**src/rtl/spm_pkg.sv**
```systemverilog
// Shared types and constants for the serial-parallel multiplier MAC sequencer.
// Holds the FSM encoding, operand widths and saturation bound helpers.
package spm_pkg;

  localparam int OP_W        = 8;
  localparam int PROD_W      = 16;
  localparam int MUL_LAT_DEF = 13;

  typedef enum logic [2:0] {
    IDLE    = 3'd0,
    ISSUE   = 3'd1,
    ACCUM   = 3'd2,
    RELEASE = 3'd3,
    OUTPUT  = 3'd4
  } state_e;

  function automatic logic signed [32:0] sat_max(input int unsigned w);
    return (33'sd1 <<< (w - 1)) - 33'sd1;
  endfunction

  function automatic logic signed [32:0] sat_min(input int unsigned w);
    return -(33'sd1 <<< (w - 1));
  endfunction

endpackage

```
**src/rtl/spm_mac_sequencer_if.sv**
```systemverilog
// Operand stream, multiplier handshake and frame-result bundle.
// slave is the sequencer's view, master the surrounding environment.
interface spm_mac_if #(
  parameter int ACC_W = 24
);
  import spm_pkg::*;

  logic                     in_valid;
  logic                     in_ready;
  logic signed [OP_W-1:0]   in_a;
  logic signed [OP_W-1:0]   in_b;
  logic                     in_last;
  logic                     mul_start;
  logic signed [OP_W-1:0]   mul_a;
  logic signed [OP_W-1:0]   mul_b;
  logic signed [PROD_W-1:0] mul_product;
  logic                     mul_done;
  logic                     out_valid;
  logic                     out_ready;
  logic signed [ACC_W-1:0]  out_sum;
  logic                     out_sat;
  logic                     err_timeout;

  modport slave (
    input  in_valid, in_a, in_b, in_last,
    input  mul_product, mul_done, out_ready,
    output in_ready, mul_start, mul_a, mul_b,
    output out_valid, out_sum, out_sat, err_timeout
  );

  modport master (
    output in_valid, in_a, in_b, in_last,
    output mul_product, mul_done, out_ready,
    input  in_ready, mul_start, mul_a, mul_b,
    input  out_valid, out_sum, out_sat, err_timeout
  );

endinterface

```
**src/rtl/spm_mac_sequencer_sat_accumulator.sv**
```systemverilog
// Combinational saturating add of a signed product into the accumulator.
// The sum is formed one bit wider than the accumulator so overflow is visible.
module sat_accumulator
  import spm_pkg::*;
#(
  parameter int ACC_W = 24
) (
  input  logic signed [ACC_W-1:0]  acc_i,
  input  logic signed [PROD_W-1:0] prod_i,
  output logic signed [ACC_W-1:0]  acc_o,
  output logic                     sat_o
);

  localparam logic signed [ACC_W:0] MAX = (ACC_W+1)'(sat_max(ACC_W));
  localparam logic signed [ACC_W:0] MIN = (ACC_W+1)'(sat_min(ACC_W));

  logic signed [ACC_W:0] sum;

  always_comb begin
    sum   = (ACC_W+1)'(acc_i) + (ACC_W+1)'(prod_i);
    acc_o = sum[ACC_W-1:0];
    sat_o = 1'b0;
    if (sum > MAX) begin
      acc_o = MAX[ACC_W-1:0];
      sat_o = 1'b1;
    end else if (sum < MIN) begin
      acc_o = MIN[ACC_W-1:0];
      sat_o = 1'b1;
    end
  end

endmodule

```
**src/rtl/spm_mac_sequencer.sv**
```systemverilog
// Dot-product frame engine: feeds operand pairs to the serial multiplier,
// accumulates products with saturation and emits one sum per frame.
module spm_mac_sequencer
  import spm_pkg::*;
#(
  parameter int ACC_W   = 24,
  parameter int MUL_LAT = MUL_LAT_DEF,
  parameter int TIMEOUT = 64
) (
  input logic      clk,
  input logic      rst,
  spm_mac_if.slave bus
);

  localparam int CW = $clog2(TIMEOUT + 1);
  localparam logic [CW-1:0] LAT_M1 = CW'(MUL_LAT - 1);
  localparam logic [CW-1:0] TO_M1  = CW'(TIMEOUT - 1);
  localparam logic [CW-1:0] TO_MAX = CW'(TIMEOUT);

  state_e state_q, state_d;

  logic [CW-1:0]            cnt_q;
  logic signed [OP_W-1:0]   a_q, b_q;
  logic                     last_q;
  logic signed [PROD_W-1:0] prod_q;
  logic signed [ACC_W-1:0]  acc_q, acc_nx;
  logic                     sat_q, sat_nx;
  logic                     err_q;

  logic in_ready, mul_start, out_valid;
  logic xfer, done_ok, tmo;

  // A sticky done from the previous pair is only trusted once the
  // multiplier has had its full latency.
  assign xfer    = bus.in_valid && in_ready;
  assign done_ok = bus.mul_done && (cnt_q >= LAT_M1);
  assign tmo     = (cnt_q >= TO_M1) && !done_ok;

  always_comb begin
    state_d   = state_q;
    in_ready  = 1'b0;
    mul_start = 1'b0;
    out_valid = 1'b0;
    unique case (state_q)
      IDLE: begin
        in_ready = !rst;
        if (xfer) state_d = ISSUE;
      end
      ISSUE: begin
        mul_start = 1'b1;
        if (done_ok || tmo) state_d = ACCUM;
      end
      ACCUM:   state_d = RELEASE;
      RELEASE: state_d = last_q ? OUTPUT : IDLE;
      OUTPUT: begin
        out_valid = 1'b1;
        if (bus.out_ready) state_d = IDLE;
      end
      default: state_d = IDLE;
    endcase
  end

  always_ff @(posedge clk) begin
    if (rst) begin
      state_q <= IDLE;
      cnt_q   <= '0;
      a_q     <= '0;
      b_q     <= '0;
      last_q  <= 1'b0;
      prod_q  <= '0;
      acc_q   <= '0;
      sat_q   <= 1'b0;
      err_q   <= 1'b0;
    end else begin
      state_q <= state_d;
      if (xfer) begin
        a_q    <= bus.in_a;
        b_q    <= bus.in_b;
        last_q <= bus.in_last;
        cnt_q  <= '0;
      end
      if (state_q == ISSUE) begin
        if (cnt_q != TO_MAX) cnt_q <= cnt_q + CW'(1);
        if (done_ok) begin
          prod_q <= bus.mul_product;
        end else if (tmo) begin
          prod_q <= '0;
          err_q  <= 1'b1;
        end
      end
      if (state_q == ACCUM) begin
        acc_q <= acc_nx;
        sat_q <= sat_q | sat_nx;
      end
      if (state_q == OUTPUT && bus.out_ready) begin
        acc_q <= '0;
        sat_q <= 1'b0;
      end
    end
  end

  sat_accumulator #(.ACC_W(ACC_W)) u_sat (
    .acc_i  (acc_q),
    .prod_i (prod_q),
    .acc_o  (acc_nx),
    .sat_o  (sat_nx)
  );

  assign bus.in_ready    = in_ready;
  assign bus.mul_start   = mul_start;
  assign bus.mul_a       = a_q;
  assign bus.mul_b       = b_q;
  assign bus.out_valid   = out_valid;
  assign bus.out_sum     = acc_q;
  assign bus.out_sat     = sat_q;
  assign bus.err_timeout = err_q;

endmodule
```
**src/flat_wrapper.sv**
```systemverilog
// flat-port wrapper written by rule: the top's interface ports become plain ports
module spm_mac_sequencer_flat import spm_pkg::*;
#(
  parameter int ACC_W   = 24,
  parameter int MUL_LAT = MUL_LAT_DEF,
  parameter int TIMEOUT = 64
)
  (clk, rst, bus_in_valid, bus_in_a, bus_in_b, bus_in_last, bus_mul_product, bus_mul_done, bus_out_ready, bus_in_ready, bus_mul_start, bus_mul_a, bus_mul_b, bus_out_valid, bus_out_sum, bus_out_sat, bus_err_timeout);
  spm_mac_if #(.ACC_W(ACC_W)) bus_i ();
  input logic clk;
  input logic rst;
  input wire logic [$bits(bus_i.in_valid)-1:0] bus_in_valid;
  input wire logic [$bits(bus_i.in_a)-1:0] bus_in_a;
  input wire logic [$bits(bus_i.in_b)-1:0] bus_in_b;
  input wire logic [$bits(bus_i.in_last)-1:0] bus_in_last;
  input wire logic [$bits(bus_i.mul_product)-1:0] bus_mul_product;
  input wire logic [$bits(bus_i.mul_done)-1:0] bus_mul_done;
  input wire logic [$bits(bus_i.out_ready)-1:0] bus_out_ready;
  output wire logic [$bits(bus_i.in_ready)-1:0] bus_in_ready;
  output wire logic [$bits(bus_i.mul_start)-1:0] bus_mul_start;
  output wire logic [$bits(bus_i.mul_a)-1:0] bus_mul_a;
  output wire logic [$bits(bus_i.mul_b)-1:0] bus_mul_b;
  output wire logic [$bits(bus_i.out_valid)-1:0] bus_out_valid;
  output wire logic [$bits(bus_i.out_sum)-1:0] bus_out_sum;
  output wire logic [$bits(bus_i.out_sat)-1:0] bus_out_sat;
  output wire logic [$bits(bus_i.err_timeout)-1:0] bus_err_timeout;
  assign bus_i.in_valid = bus_in_valid;
  assign bus_i.in_a = bus_in_a;
  assign bus_i.in_b = bus_in_b;
  assign bus_i.in_last = bus_in_last;
  assign bus_i.mul_product = bus_mul_product;
  assign bus_i.mul_done = bus_mul_done;
  assign bus_i.out_ready = bus_out_ready;
  assign bus_in_ready = bus_i.in_ready;
  assign bus_mul_start = bus_i.mul_start;
  assign bus_mul_a = bus_i.mul_a;
  assign bus_mul_b = bus_i.mul_b;
  assign bus_out_valid = bus_i.out_valid;
  assign bus_out_sum = bus_i.out_sum;
  assign bus_out_sat = bus_i.out_sat;
  assign bus_err_timeout = bus_i.err_timeout;
  spm_mac_sequencer #(.ACC_W(ACC_W), .MUL_LAT(MUL_LAT), .TIMEOUT(TIMEOUT)) u_core (.clk(clk), .rst(rst), .bus(bus_i));
endmodule
```
**config.mk**
```make
export PLATFORM = sky130hd
export DESIGN_NAME = spm_mac_sequencer_flat
export DESIGN_NICKNAME = d
export VERILOG_FILES = /design/src/rtl/spm_pkg.sv /design/src/rtl/spm_mac_sequencer_if.sv /design/src/rtl/spm_mac_sequencer_sat_accumulator.sv /design/src/rtl/spm_mac_sequencer.sv /design/src/flat_wrapper.sv
export SDC_FILE = /design/constraint.sdc
export NUM_CORES = 1
export LEC_CHECK = 0
export CORE_MARGIN = 10
export CORE_UTILIZATION = 40
export CTS_CLUSTER_SIZE = 25
export DETAILED_ROUTE_END_ITERATION = 12
export DONT_BUFFER_PORTS = 1
export GPL_TIMING_DRIVEN = 0
export HOLD_SLACK_MARGIN = 0.02
export SETUP_SLACK_MARGIN = 0.02
export SLEW_MARGIN = 5
export SYNTH_ARGS = -nofsm -noshare
export SYNTH_HDL_FRONTEND = slang
export SYNTH_HIERARCHICAL = 1
export SYNTH_SLANG_ARGS = --single-unit
export TNS_END_PERCENT = 50
```
**constraint.sdc**
```tcl
create_clock -name clk -period 6.81 [get_ports clk]
set_input_delay 1.0215 -clock clk [delete_from_list [all_inputs] [get_ports clk]]
set_output_delay 1.0215 -clock clk [all_outputs]
set_load 0.02 [all_outputs]
```
==> flow_metrics.tcl, run 1 <==
set metrics [dict create \
    via_per_inst 5.911 \
    required_ns 7.08 \
    fmax_ghz 0.2895 \
    synthCells 585 \
    grt_usage_pct 16.52 \
    cts.repair.resized 0 \
    final_cell_mix "109 x nand2_1, 69 x dfxtp_1, 68 x a21oi_1, 26 x ha_1, 25 x o21ai_0" \
    setup_viol_count_final 0 \
    drive_above_1_share_pct 12.48 \
    pre_cts_slack_ns 3.378 \
    drv_cap 0 \
    drtIter0Drc 295 \
    relSlewSlack_pct 19.86 \
    ys_seq_area_share_pct 29.23 \
    rsz0062_at_grt "false" \
    drv_slew 0 \
    die_h_um 128.7 \
    drc 0 \
    final_cell_count_no_fill 744 \
    fillers 1181 \
    synth_area_leaders "dfxtp_1 29%, nand2_1 8.7%, a21oi_1 7.2%" \
    cts_max_level 3 \
    finalNetCount 661 \
    synth.largest_area_cell "dfxtp_1" \
    status "finished, final reports clean" \
    end_kind "flip-flop" \
    hold_ws_ns 0.4797 \
    synth_edf_count 0 \
    cts_buffers 9 \
    io_buffers 0 \
    dieArea_um2 16560 \
    tns_ns 0 \
    synthToLayoutAreaGrowth_pct 10.59 \
    cts_buffer_depth 2 \
    syn-num-nets 650 \
    cpLargestDelayFamily "compound AO/OA/AOI/OAI gates" \
    synth.top_cell.area_share_pct 29.23 \
    ys_seq_elements 69 \
    combPwrFrac_pct 9.3 \
    arrival_ns 3.72 \
    vias 4398 \
    cp_num_buf_inv 3 \
    clk_pin_slew_ns 0.06 \
    finalWirelength_um 13630 \
    syn_area_um2 4726 \
    synth_cell_types 86 \
    synth_flop_cell "dfxtp_1" \
    die_w_um 128.7 \
    gp_congestion 0.8992 \
    clock-sinks 69 \
    seq_power_share_pct 42.3 \
    power_density_nw_per_um2 202.1 \
    fin_crit_sh_pct 50.73 \
    clk_latency_ns 0.34 \
    fin_crit_ns 3.454 \
    wl_per_cell_um 18.32 \
    avgSynthCellArea_um2 8.078 \
    setup_ws_ns 3.356 \
    intPower_uw 776.5 \
    slowest_delay_ns 0.49 \
    detailed_place_hpwl_um 10380 \
    holdBufCountCts 0 \
    tightest_slew_ns 1.191 \
    drt_pass1_iterations 5 \
    overflow 0 \
    cts_tree "built" \
    path_cells "ha_1, inv_1, fa_1, nand2b_1, a21o_1, a21boi_2, a211oi_4, o2111ai_2, buf_4, buf_4, a21boi_0, a21oi_1, nand2_1, a21oi_1" \
    antenna_found_initial 0 \
    async_flop_share_pct 0 \
    power_switching_uw 279.8 \
    grt_max_degree 14 \
    rows 39 \
    grt_pass1_vias 4239 \
    synth_warnings 6 \
    clkPwrFrac_pct 48.4 \
    io_pins 83 \
    cts_setup_buffers 0 \
    ant_nets 0 \
    final_common_cell "nand2_1" \
    cp-start-kind "flip-flop" \
    ir_worst_vdd_uv 133.6 \
    switching_share_pct 26.49 \
    critPathMaxFanout 10 \
    start_util_pct 41.04 \
    crit_type "reg2reg" \
    antenna_cells 0 \
    grt_first_pass_wirelength_um 22010 \
    cpMaxStageDelayCell "dfxtp_1" \
    fin_worst_skew_ns 0.007368 \
    cellLeakagePower_uw 0.002125 \
    cts_root_buf "clkbuf_16" \
    dp_cells 728 \
    core_area_um2 11520 \
    min_path_type "reg2reg" \
    hold_violations 0 \
]
==> worst register-to-register path: cells and delay by family, from the launching register on <==
kind,cells,cell delay [ns]
AND/OR/NAND/NOR,2,0.27
buffers and inverters,3,0.52
flip-flops,1,0.49
adder cells (fa/ha/maj),2,0.65
AO/OA/AOI/OAI,7,1.45
==> power by group through the flow <==
stage,combinational [uW],sequential [uW],clock [uW]
finish,98.7,446,511
floorplan,76.8,450,0
CTS,99.3,447,525
detailed placement,99.3,455,0
global placement,96.8,455,0
global route,112,449,544
==> Yosys cell counts (8+ instances only) <==
cell        n
nand3b_1   17
inv_1      12
o21ai_0    25
clkbuf_1   13
dfxtp_1    69
a21o_1     14
buf_4       8
a22o_1     16
ha_1       26
nor2_1     22
xnor2_1     8
nand3_1    14
a21oi_1    68
a211oi_1    9
xor2_1      9
nand4_1    11
nand2_1   109
==> metal layers <==
metal	up-vias	global-route usage, %	share of wire (%)
li1	2165	-	-
met1	2058	19.90	42
met2	161	26.06	47
met3	14	7.105	9.7
met4	0	5.284	1.4
met5	-	0	0
==> per-stage QoR <==
| stage | util, % | total power, uW | area (um^2) |
|---|---|---|---|
| 2_1_floorplan | - | 527.2 | 4726 |
| 3_3_place_gp | 42.59 | 551.8 | 4905 |
| 3_5_place_dp | 42.59 | 554.6 | 4905 |
| 4_1_cts | 45.38 | 1071 | 5226 |
| 5_1_grt | 45.38 | 1104 | 5226 |
| 6_report | 45.38 | 1056 | 5226 |
==> layout make-up <==
class	count	area, um^2	share of cell area (%)
sequential	69	1381	26.43
inverter	13	53.80	1.029
clock buffer	9	225.2	4.309
buffer	36	224.0	4.285
multi-input combinational	467	3067	58.68
tap	143	178.9	3.424
clock inverter	7	96.34	1.843
==> cell families after synthesis <==
| family | Yosys count | synth area share, % |
|---|---|---|
| flops | 69 | 29.23 |
| compound gates | 197 | 29.18 |
| buf+inv | 49 | 5.878 |
| simple gates | 219 | 23.75 |
| mux | 3 | 0.6355 |
| fa+ha+maj | 31 | 8.181 |
| xor+xnor | 17 | 3.151 |
==> worst paths after layout <==
path,startpoint,endpoint,slack (ns),cells past startpoint
setup / recovery,u_core/bus.out_sum[0]$_SDFFE_PP0N_,u_core/bus.out_sum[19]$_SDFFE_PP0N_,3.36,14
hold / removal,u_core/last_q$_SDFFE_PP0P_,u_core/last_q$_SDFFE_PP0P_,0.48,2
setup reg to reg,u_core/bus.out_sum[0]$_SDFFE_PP0N_,u_core/bus.out_sum[19]$_SDFFE_PP0N_,3.36,14
hold reg to reg,u_core/last_q$_SDFFE_PP0P_,u_core/last_q$_SDFFE_PP0P_,0.48,2
==> sequential cells by signal, summed over array words and instances, names as in the netlist <==
signal / count
u_core/state_q: 3
u_core/bus.out_sat: 1
u_core/prod_q: 16
u_core/bus.mul_b: 8
u_core/cnt_q: 7
u_core/last_q: 1
u_core/bus.err_timeout: 1
u_core/bus.mul_a: 8
u_core/bus.out_sum: 24
Note: power is estimated with default switching activity, not from simulation.
==> inputs of run 2 (changes only) <==
==> constraint.sdc (replaced) <==
create_clock -name clk -period 3.4 [get_ports clk]
set_input_delay 0.51 -clock clk [delete_from_list [all_inputs] [get_ports clk]]
set_output_delay 0.51 -clock clk [all_outputs]
set_load 0.02 [all_outputs]
==> flow_metrics.tcl, run 2 (synthesis results as in run 1) <==
set metrics [dict create \
    ir_worst_vdd_uv 267.6 \
    drv_cap 0 \
    seqCellArea_um2 1384 \
    finalWirelength_um 13710 \
    die_w_um 128.7 \
    arrival_ns 3.49 \
    ant_nets 0 \
    drtIter0Drc 391 \
    via_per_inst 5.898 \
    top_layer_used "met4" \
    drc 0 \
    final_cell_mix "109 x nand2_1, 68 x a21oi_1, 67 x dfxtp_1, 26 x ha_1, 25 x o21ai_0" \
    cp_num_buf_inv 0 \
    tightest_slew_ns 1.192 \
    wl_met3_um 1324 \
    largest_reg_flops 24 \
    detailed_place_hpwl_um 10380 \
    path_cells "ha_1, a211oi_1, o211ai_1, a21oi_2, a31oi_1, o311ai_0, maj3_1, a21oi_1, nand2_1, a21oi_1" \
    cp-start-kind "flip-flop" \
    dpl_cell_area_um2 4905 \
    fillers 1181 \
    clock-sinks 69 \
    synthToLayoutAreaGrowth_pct 11.36 \
    grt_max_degree 14 \
    fin_crit_ns 3.284 \
    critPathMaxFanout 6 \
    clk_pin_slew_ns 0.06 \
    grt_first_pass_wirelength_um 22020 \
    die_h_um 128.7 \
    cellLeakagePower_uw 0.002135 \
    cpMaxStageDelayCell "o311ai_0" \
    required_ns 3.61 \
    met2WireLength_um 6378 \
    cts_max_level 3 \
    multi_input_area_um2 3085 \
    cts_root_buf "clkbuf_16" \
    rows 39 \
    holdBufCountCts 0 \
    io_pins 83 \
    antenna_found_initial 0 \
    min_path_type "in2reg" \
    drive_above_1_share_pct 13.10 \
    cts_buffers 9 \
    relSlewSlack_pct 19.81 \
    io_buffers 0 \
    rsz0062_at_grt "false" \
    vias 4400 \
    overflow 0 \
    finalNetCount 663 \
    hold_ws_ns 0.2641 \
    cts_tree "built" \
    crit_type "reg2reg" \
    cpLargestDelayFamily "compound AO/OA/AOI/OAI gates" \
    cts_buffer_depth 2 \
    hp-start "bus_in_a[6]" \
    end_kind "flip-flop" \
    worstSetupStartpoint "u_core/bus.out_sum[1]$_SDFFE_PP0N_" \
    start_util_pct 41.04 \
    gp_congestion 0.8992 \
    dieArea_um2 16560 \
    grt_usage_pct 16.54 \
    final_common_cell "nand2_1" \
    core_area_um2 11520 \
    final_cell_area_um2 5263 \
    status "finished, final reports clean" \
    wl_met1_um 5820 \
    grt_pass1_vias 4234 \
    p_total_uw 2116 \
    drv_slew 0 \
    fin_worst_skew_ns 0.007473 \
    final_cell_count_no_fill 746 \
    worst_path_most_repeated_cell "a21oi_1" \
    wl_per_cell_um 18.38 \
    setup_viol_count_final 0 \
    clk_latency_ns 0.34 \
    fin_crit_sh_pct 96.60 \
    slowest_delay_ns 0.74 \
    hold_violations 0 \
    power_density_nw_per_um2 402.1 \
    dp_cells 728 \
    r2r-start "u_core/bus.out_sum[1]$_SDFFE_PP0N_" \
    fmax_ghz 0.3045 \
    antenna_cells 0 \
    drt_pass1_iterations 5 \
]
-- run 2: cell count changes in the layout (fill, tap and decap cells not counted) --
cell       previous run  this run
a21boi_4              0         1
dfxtp_2               0         2
o2111ai_4             0         1
a21boi_2              1         0
buf_4                 8        10
o2111ai_2             1         0
dfxtp_1              69        67
-- run 2: per-layer routing --
metal	vias to the layer above	GRT usage, %
met4	0	4.950
met1	2047	19.88
met3	20	7.064
met2	163	26.33
met5	-	0
li1	2170	-
-- run 2: cell type report --
type,instances,share of cell area [%]
inverters,13,1.022
flip-flops and latches,69,26.30
well taps,143,3.400
clock buffers,9,4.280
repair buffers,2,0.2853
multi-input cells,467,58.63
plain buffers,36,4.256
clock inverters,7,1.831
-- run 2: worst paths after layout --
check	slack, ns	to	depth (start not counted)
max	0.12	u_core/bus.out_sum[19]$_SDFFE_PP0N_	10
min	0.26	u_core/bus.mul_a[6]$_SDFFE_PP0P_	2
max reg2reg	0.12	u_core/bus.out_sum[19]$_SDFFE_PP0N_	10
min reg2reg	0.48	u_core/last_q$_SDFFE_PP0P_	2
-- run 2: power breakdown --
part / total (uW) / internal, uW / switching (uW)
clock network: 1020 / 646 / 378
logic: 199 / 69.7 / 129
registers: 894 / 841 / 53.3
total: 2120 / 1560 / 560
-- run 2: worst reg2reg max path, delay by kind of cell, from the launching register on --
kind | cells | cell delay [ns]
flops | 1 | 0.43
fa+ha+maj | 2 | 0.59
simple gates | 1 | 0.09
compound gates | 7 | 2.04
-- run 2: what timing repair did --
| item | 4_1_cts | 5_1_grt |
|---|---|---|
| pin swaps | 0 | 1 |
| buffers inserted | 0 | 2 |
| gates resized for setup | 2 | 2 |
| endpoints found under the setup margin | 4 | 6 |
-- run 2: metrics by stage --
stage	utilization, %	setup slack, ns	TNS, ns
2_1_floorplan	-	0.5597	0
4_1_cts	45.49	0.1144	0
5_1_grt	45.70	0.03001	0
3_5_place_dp	42.59	-0.03250	-0.03250
6_report	45.70	0.1157	0
3_3_place_gp	42.59	-0.02658	-0.02658
==> inputs of run 3 (changes only) <==
--- a/config.mk
+++ b/config.mk
@@ -12,7 +12,9 @@
 export DONT_BUFFER_PORTS = 1
 export GPL_TIMING_DRIVEN = 0
 export HOLD_SLACK_MARGIN = 0.02
+export RECOVER_POWER = 25
 export SETUP_SLACK_MARGIN = 0.02
+export SKIP_CTS_REPAIR_TIMING = 1
 export SLEW_MARGIN = 5
 export SYNTH_ARGS = -nofsm -noshare
 export SYNTH_HDL_FRONTEND = slang
==> flow_metrics.tcl, run 3 (synthesis results as in run 1) <==
set metrics [dict create \
    largest_reg_flops 24 \
    core_area_um2 11520 \
    power_switching_uw 561.0 \
    seq_power_share_pct 42.2 \
    cts_max_level 3 \
    busiest_layer "met2" \
    relSlewSlack_pct 19.82 \
    grtUsageMet3_pct 7.105 \
    multi_input_area_um2 3085 \
    required_ns 3.61 \
    finalNetCount 663 \
    fin_crit_ns 3.219 \
    fmax_ghz 0.3107 \
    power_density_nw_per_um2 402.4 \
    tightest_slew_ns 1.192 \
    min_path_type "in2reg" \
    utilization_pct 45.69 \
    overflow 0 \
    drive_above_1_share_pct 12.94 \
    regToRegEndpoint "u_core/bus.out_sum[19]$_SDFFE_PP0N_" \
    grt_first_pass_wirelength_um 22010 \
    clkPwrFrac_pct 48.4 \
    p_total_uw 2117 \
    gp_congestion 0.8992 \
    reg2regPathDepth 12 \
    grt_usage_pct 16.52 \
    final_common_cell "nand2_1" \
    seqCellArea_um2 1383 \
    fin_worst_skew_ns 0.007475 \
    cp-start-kind "flip-flop" \
    dpl_cell_area_um2 4905 \
    drv_cap 0 \
    ir_worst_vdd_uv 267.6 \
    clock-sinks 69 \
    crit_end "u_core/bus.out_sum[19]$_SDFFE_PP0N_" \
    io_pins 83 \
    combPwrFrac_pct 9.4 \
    end_kind "flip-flop" \
    grt_pass1_vias 4239 \
    synthToLayoutAreaGrowth_pct 11.33 \
    ff2ff_setup_slack_ns 0.18 \
    vias 4399 \
    drv_slew 0 \
    grt_max_degree 14 \
    die_w_um 128.7 \
    wl_per_cell_um 18.36 \
    cts_tree "built" \
    r2r-start "u_core/prod_q[15]$_SDFFE_PP0P_" \
    dieArea_um2 16560 \
    drtIter0Drc 356 \
    critPathMaxFanout 10 \
    die_h_um 128.7 \
    clk_pin_slew_ns 0.06 \
    cts_root_buf "clkbuf_16" \
    detailed_place_hpwl_um 10380 \
    fillers 1179 \
    hold_violations 0 \
    ant_nets 0 \
    use_met1_pct 19.90 \
    clk_latency_ns 0.34 \
    status "finished, final reports clean" \
    drc 0 \
    antenna_cells 0 \
    finalWirelength_um 13700 \
    setup_viol_count_final 0 \
    arrival_ns 3.43 \
    start_util_pct 41.04 \
    cts_buffers 9 \
    via_per_inst 5.897 \
    rows 39 \
    met2_usage_pct 26.06 \
    io_buffers 0 \
    antenna_found_initial 0 \
    final_cell_area_um2 5261 \
    worstSetupStartpoint "u_core/prod_q[15]$_SDFFE_PP0P_" \
    switching_share_pct 26.50 \
    cts_buffer_depth 2 \
    fin_crit_sh_pct 94.66 \
    final_cell_mix "109 x nand2_1, 68 x a21oi_1, 68 x dfxtp_1, 26 x ha_1, 25 x o21ai_0" \
    cellLeakagePower_uw 0.002133 \
    rsz0062_at_grt "false" \
    crit_type "reg2reg" \
    drt_pass1_iterations 5 \
    intPower_uw 1556 \
]
==> run 3: cell counts in the layout (fill, tap and decap cells not counted) <==
No cell type changed its count.
==> run 3: power groups by stage <==
stage                     logic [uW]  clock network, uW  registers (uW)
final                            199               1020             894
after global placement           194                  0             911
after floorplan                  154                  0             902
after global routing             225               1090             899
after detailed placement         199                  0             912
after CTS                        199               1050             895
==> run 3: through the flow <==
stage / cells / hold WS (ns) / setup WS [ns] / TNS, ns
final: 746 / 0.2638 / 0.1814 / 0
after detailed placement: 728 / 0.4651 / -0.03250 / -0.03250
after global placement: 728 / 0.4683 / -0.02658 / -0.02658
after floorplan: 585 / 0.4497 / 0.5597 / 0
after CTS: 744 / 0.2533 / -0.05930 / -0.08213
after global routing: 746 / 0.2551 / 0.02548 / 0
==> run 3: layer usage <==
layer / vias up / part of all wire [%]
li1: 2170 / -
met1: 2040 / 42
met2: 173 / 47
met3: 16 / 9.8
met4: 0 / 1.4
met5: - / 0
==> run 3: worst min path at each step <==
| stage | from | cells after the start | end |
|---|---|---|---|
| 6_report | bus_in_a[6] | 2 | u_core/bus.mul_a[6]$_SDFFE_PP0P_ |
| 5_1_grt | bus_in_b[3] | 2 | u_core/bus.mul_b[3]$_SDFFE_PP0P_ |
| 4_1_cts | bus_in_b[3] | 2 | u_core/bus.mul_b[3]$_SDFFE_PP0P_ |
| 3_5_place_dp | u_core/last_q$_SDFFE_PP0P_ | 2 | u_core/last_q$_SDFFE_PP0P_ |
| 3_3_place_gp | u_core/last_q$_SDFFE_PP0P_ | 2 | u_core/last_q$_SDFFE_PP0P_ |
| 2_1_floorplan | u_core/last_q$_SDFFE_PP0P_ | 2 | u_core/last_q$_SDFFE_PP0P_ |
==> run 3: cell type report <==
type	instances	share of cell area, %
Buffer	36	4.257
Clock buffer	9	4.281
Clock inverter	7	1.831
Inverter	13	1.023
Multi-Input combinational cell	467	58.64
Sequential cell	69	26.28
Tap cell	143	3.401
Timing Repair Buffer	2	0.2854
==> run 3: critical path: stages (launching register included) <==
cell,delay [ns]
dfxtp_1,0.57
ha_1,0.32
buf_6,0.14
a21oi_1,0.24
o21ai_0,0.25
a211oi_4,0.47
o2111ai_4,0.20
buf_4,0.22
buf_4,0.18
a21boi_0,0.22
a21oi_1,0.10
nand2_1,0.09
a21oi_1,0.07
